`config.mk`:
```
export PLATFORM = sky130hd
export DESIGN_NAME = multi_oneshot_pulse
export DESIGN_NICKNAME = d
export VERILOG_FILES = /design/src/rtl/multi_oneshot_pkg.sv /design/src/rtl/oneshot_channel.sv /design/src/rtl/multi_oneshot_pulse.sv
export SDC_FILE = /design/constraint.sdc
export NUM_CORES = 1
export LEC_CHECK = 0
export CORE_UTILIZATION = 34
export DETAILED_ROUTE_END_ITERATION = 10
export PLACE_DENSITY = 0.57
export SLEW_MARGIN = 30
export SYNTH_ARGS = -nofsm -noshare
export SYNTH_HDL_FRONTEND = slang
export SYNTH_SLANG_ARGS = --single-unit
```
`constraint.sdc`:
```
create_clock -name clk -period 2.3 [get_ports clk]
set_input_delay 0.23 -clock clk [delete_from_list [all_inputs] [get_ports clk]]
set_output_delay 0.23 -clock clk [all_outputs]
set_load 0.02 [all_outputs]
```
`src/rtl/multi_oneshot_pkg.sv`:
```
// ============================================================================
// Module : multi_oneshot_pkg
// Brief  : Shared types and helpers for the multi-channel one-shot generator.
// Rev    : 1.0 - initial release
// ============================================================================
`default_nettype none

package multi_oneshot_pkg;

   typedef enum logic [1:0] {
      OS_IDLE   = 2'd0,
      OS_ACTIVE = 2'd1,
      OS_HOLD   = 2'd2
   } os_state_t;

   localparam int c_max_num_ch = 16;

   // A programmed width of zero still yields a one-tick pulse.
   function automatic logic [31:0] os_load(input logic [31:0] width);
      return (width == 32'd0) ? 32'd1 : width;
   endfunction

endpackage

`default_nettype wire

```
`src/rtl/oneshot_channel.sv`:
```
// ============================================================================
// Module : oneshot_channel
// Brief  : Single one-shot channel: edge detect, pulse FSM, tick counter.
// Rev    : 1.0 - initial release
// ============================================================================
`default_nettype none

module oneshot_channel
   import multi_oneshot_pkg::*;
#(
   parameter int WIDTH_BITS = 8
) (
   input  logic                  clk,
   input  logic                  rst_n,
   input  logic                  tick_i,
   input  logic                  trig_n_i,
   input  logic                  edge_sel_i,
   input  logic                  retrig_en_i,
   input  logic [WIDTH_BITS-1:0] width_i,
   output logic                  pulse_o,
   output logic                  busy_o,
   output logic                  missed_o
);

   os_state_t             state_q, state_d;
   logic [WIDTH_BITS-1:0] cnt_q, cnt_d;
   logic                  trig_q;
   logic                  pulse_q, pulse_d;
   logic                  busy_q, busy_d;
   logic                  missed_q, missed_d;
   logic [WIDTH_BITS-1:0] w_load;
   logic                  w_edge;
   logic                  w_active;

   assign w_load   = WIDTH_BITS'(os_load(32'(width_i)));
   assign w_edge   = edge_sel_i ? (~trig_q & trig_n_i) : (trig_q & ~trig_n_i);
   assign w_active = edge_sel_i ? trig_n_i : ~trig_n_i;

   always_ff @(posedge clk or negedge rst_n) begin
      if (!rst_n) begin
         state_q  <= OS_IDLE;
         cnt_q    <= '0;
         trig_q   <= 1'b1;
         pulse_q  <= 1'b0;
         busy_q   <= 1'b0;
         missed_q <= 1'b0;
      end else begin
         state_q  <= state_d;
         cnt_q    <= cnt_d;
         trig_q   <= trig_n_i;
         pulse_q  <= pulse_d;
         busy_q   <= busy_d;
         missed_q <= missed_d;
      end
   end

   always_comb begin
      state_d  = state_q;
      cnt_d    = cnt_q;
      missed_d = 1'b0;
      case (state_q)
         OS_IDLE: begin
            if (w_edge) begin
               state_d = OS_ACTIVE;
               cnt_d   = w_load;
            end
         end
         OS_ACTIVE: begin
            // A retrigger reload takes priority over an end-of-count tick.
            if (w_edge && retrig_en_i) begin
               cnt_d = w_load;
            end else begin
               missed_d = w_edge;
               if (tick_i) begin
                  if (cnt_q > WIDTH_BITS'(1)) begin
                     cnt_d = cnt_q - WIDTH_BITS'(1);
                  end else begin
                     state_d = w_active ? OS_HOLD : OS_IDLE;
                  end
               end
            end
         end
         OS_HOLD: begin
            missed_d = w_edge;
            if (!w_active) begin
               state_d = OS_IDLE;
            end
         end
         default: begin
            state_d = OS_IDLE;
         end
      endcase
      pulse_d = (state_d == OS_ACTIVE);
      busy_d  = (state_d != OS_IDLE);
   end

   assign pulse_o  = pulse_q;
   assign busy_o   = busy_q;
   assign missed_o = missed_q;

endmodule

`default_nettype wire

```
`src/rtl/multi_oneshot_pulse.sv`:
```
// ============================================================================
// Module : multi_oneshot_pulse
// Brief  : NUM_CH independent one-shot pulse generators on a shared timebase.
// Rev    : 1.0 - initial release
// ============================================================================
`default_nettype none

module multi_oneshot_pulse
   import multi_oneshot_pkg::*;
#(
   parameter int NUM_CH         = 4,
   parameter int WIDTH_BITS     = 8,
   parameter int RETRIG_DEFAULT = 0
) (
   input  logic                         clk,
   input  logic                         rst_n,
   input  logic                         tick,
   input  logic [NUM_CH-1:0]            trigger_n,
   input  logic [NUM_CH-1:0]            edge_sel,
   input  logic [NUM_CH-1:0]            retrig_en,
   input  logic [NUM_CH*WIDTH_BITS-1:0] width_cfg,
   output logic [NUM_CH-1:0]            pulse,
   output logic [NUM_CH-1:0]            busy,
   output logic [NUM_CH-1:0]            missed_evt
);

   if ((NUM_CH < 1) || (NUM_CH > c_max_num_ch) ||
       (RETRIG_DEFAULT < 0) || (RETRIG_DEFAULT > 1)) begin : g_bad_param
      $error("multi_oneshot_pulse: parameter out of range");
   end

   for (genvar i = 0; i < NUM_CH; i++) begin : g_ch
      oneshot_channel #(
         .WIDTH_BITS (WIDTH_BITS)
      ) u_chan (
         .clk         (clk),
         .rst_n       (rst_n),
         .tick_i      (tick),
         .trig_n_i    (trigger_n[i]),
         .edge_sel_i  (edge_sel[i]),
         .retrig_en_i (retrig_en[i]),
         .width_i     (width_cfg[i*WIDTH_BITS +: WIDTH_BITS]),
         .pulse_o     (pulse[i]),
         .busy_o      (busy[i]),
         .missed_o    (missed_evt[i])
      );
   end

endmodule

`default_nettype wire

```
==> impl_results.md <==
* Status: completed
* Die height at between 100 and 150 µm
* TritonCTS buffer count at 5
* Initial antenna violation count at 0
* Antenna cells at 0
* Number of port buffers at between 50 and 60
* DRT iter0 DRCs at 170
* CTS Buffer Depth at 2
* DR pass1 iterations at 5
* Crit path largest cell delay at around 550 ps
* Post-synthesis net count at 533
* Routed length per instance at around 14 µm
* Min Tclk post-route at 2240 ps
* Vias per cell at 5.53
* # nets final at 613
* Layout fillers at approximately 1100
* Number of library cell types mapped by synthesis at 66
* Post-Route WL at 9.92 mm
* Relative slew slack at roughly 55%
* Leakage at 2.15 nW
* Residual DRC count at 0
* Slew Limit Fails at 0
* Leading post-synthesis cells by cell area: dfrtp_1 (32%), ha_1 (7.5%), a21oi_1 (4.7%)
* Initial Util at 35.0%
* HP Class: in -> async
* Cells after DPL at 676
* WHS at 473 ps
* Period utilization at a little under 100%
* Total die area at about 0.012 mm²
* CP max stage cell: or4_1
* Reg-to-Reg Start: g_ch[0].u_chan.cnt_q[5]
* P per Cell Area at around 1000 mW/mm²
* Clk slew on worst S/H paths at approximately 70 ps
* Worst setup EP type: flip-flop
* EDFF count, synth at 0
* Startpoint Class: flip-flop
* R2R depth at 5
* CTS tree: yes
* Met2 wire len at 4.92 mm
* Post-Syn Area at 0.00401 mm²
* First-pass GRT wire length at 16.9 mm
* R2r endpoint: g_ch[0].u_chan.busy_o
* Clock Skews at around 8.5 ps
* Total GRT Usage at 16.4%
* GPL Wtd Cong at 0.883
* Clock root cell: clkbuf_16
* Met3 WL at 329 µm
* Via count at 3788
* Flop-to-flop setup slack at 60 ps
* Crit-path cells: or4_1 -> or4_4 -> a221o_1 -> o21ai_2 -> o21ai_0
* Grt ovf at 0
* Clock Latency Late Sink at 300 ps
* P&R area growth vs syn at 27.4%
* PnR worst setup slack at 63.8 ps
* Slew @ Worst Pin at ~660 ps
* Top-area cell type share of the netlist area at 32.4%
* Syn_area_per_cell at about 8.7 µm²
* H-tree depth at 2
* Yosys warning total at 0
* Synth Instances at 462
* CP Class: reg -> reg
* Num Clock Sinks at 56
* FMAX at 0.447 GHz
* Crit path max fanout at 3
* ANT nets after route at 0
* Yosys reg bits at 56
* Commonest cells post-synth: dfrtp_1 (52), a21oi_1 (38), inv_1 (36)
* Maxcap violations at 0
* Sequential-to-total area share from yosys stat at 35.0%
* Largest net degree at the start of global routing at 34
* Synth area leader: dfrtp_1
* CP required at roughly 2500 ps
* Async SR Flop Fraction at 100%
* Final Hold Viols at 0
* IO Pins at 59
* Dpl ws at -108 ps
* Vias in the first global route at about 3700
* Final std cells w/o fill at 685
* Core Region at 0.0115 mm²
* Layout cells sized above 1 at 13.8%
* Most common cell in the netlist: dfrtp_1
* HPWL after detailed placement at 7.49 mm
* VDD IR max at 0.000382 V
* Top_reg_cell synth: dfrtp_1
* Placement Rows at 39
* Met1 WL at 4.57 mm
* Setup violators final at 0
* Die width at 111 µm
* Max layer used: met4
* CP Data Arrival Time at 2400 ps
[per-stage QoR]
step	cell area (µm²)	setup TNS [ps]	utilization (%)	power, mW
after global routing	5110	-19.4	44.6	5.81
final	5110	0	44.6	5.35
after detailed placement	4930	-406	43.0	4.56
after CTS	5080	0	44.3	5.33
after floorplan	4010	0	-	3.64
after global placement	4930	-48.3	43.0	4.50
[cell usage in the layout (no fill, tap or decap), types with 3 or more instances in the layout]
cell,n
o22ai_1,13
a31oi_1,10
or4_1,8
and3b_1,8
nand3_1,20
or2_2,7
nand2b_1,3
ha_1,24
o31ai_1,7
a21oi_1,38
nand4_1,6
a2bb2oi_1,15
dfstp_2,4
nor3_1,19
nor4_1,8
and2_1,7
and3_1,3
a211oi_1,3
nor3b_1,6
o22a_1,5
mux2i_1,9
clkbuf_16,5
dfrtp_1,52
o21a_1,3
clkdlybuf4s50_1,57
nand2_1,18
buf_4,41
or3_1,6
o21ai_0,21
nor2b_1,4
nor2_1,23
inv_1,36
o32ai_1,3
[critical path, delay by kind of cell, from the launching register on]
family / cells / cell delay [ps]
AND/OR/NAND/NOR: 2 / 1080
AO/OA/AOI/OAI: 3 / 640
flip-flops: 1 / 390
[layer usage]
layer	up-vias	track usage [%]
li1	1881	-
met1	1832	21.5
met2	68	28.1
met3	7	2.69
met4	0	4.36
met5	-	0
[what timing repair did]
item                                    CTS  global route
resized for setup                         0             7
hold buffers                              1             0
hold endpoints to repair                 21             0
endpoints found under the setup margin    0             6
buffers inserted                          0             1
[report_power, final]
| part | switching [mW] | internal, mW |
|---|---|---|
| Combinational | 1.53 | 1.36 |
| Sequential | 0.319 | 1.38 |
| Clock | 0.354 | 0.398 |
| Total | 2.21 | 3.14 |
[worst max path at each step]
stage,from,endpoint,slack [ps],cells after the start
6_report,g_ch[0].u_chan.cnt_q[5],g_ch[0].u_chan.busy_o,60,5
5_1_grt,g_ch[1].u_chan.cnt_q[6],g_ch[1].u_chan.busy_o,-20,5
4_1_cts,g_ch[1].u_chan.cnt_q[6],g_ch[1].u_chan.busy_o,20,5
3_5_place_dp,tick,g_ch[1].u_chan.busy_o,-110,6
3_3_place_gp,tick,g_ch[3].u_chan.cnt_q[5],-50,6
2_1_floorplan,g_ch[0].u_chan.cnt_q[4],g_ch[0].u_chan.busy_o,20,6
[state kept, by name, summed over array words and instances (netlist names)]
register / count
g_ch.u_chan.missed_o: 4
g_ch.u_chan.pulse_o: 4
g_ch.u_chan.state_q: 8
g_ch.u_chan.busy_o: 4
g_ch.u_chan.trig_q: 4
g_ch.u_chan.cnt_q: 32
[layout make-up]
| cell class | instances | area [µm²] | share of cell area, % |
|---|---|---|---|
| multi-input combinational | 342 | 2340 | 45.9 |
| sequential | 56 | 1410 | 27.5 |
| timing repair buffer | 101 | 913 | 17.9 |
| tap | 143 | 179 | 3.50 |
| inverter | 36 | 135 | 2.64 |
| clock buffer | 6 | 129 | 2.52 |
| clock inverter | 1 | 5.00 | 0.0979 |
[cells by family (layout without fill, tap and decap cells)]
| group | count (synthesis) | in the layout | share of synthesized area [%] |
|---|---|---|---|
| adder cells (fa/ha/maj) | 24 | 24 | 7.48 |
| AO/OA/AOI/OAI | 149 | 149 | 25.1 |
| multiplexers | 9 | 9 | 2.25 |
| XOR/XNOR | 2 | 2 | 0.437 |
| AND/OR/NAND/NOR | 158 | 158 | 22.5 |
| flip-flops | 56 | 56 | 35.0 |
| buffers and inverters | 64 | 144 | 7.17 |
(Power assumes the default switching activity.)
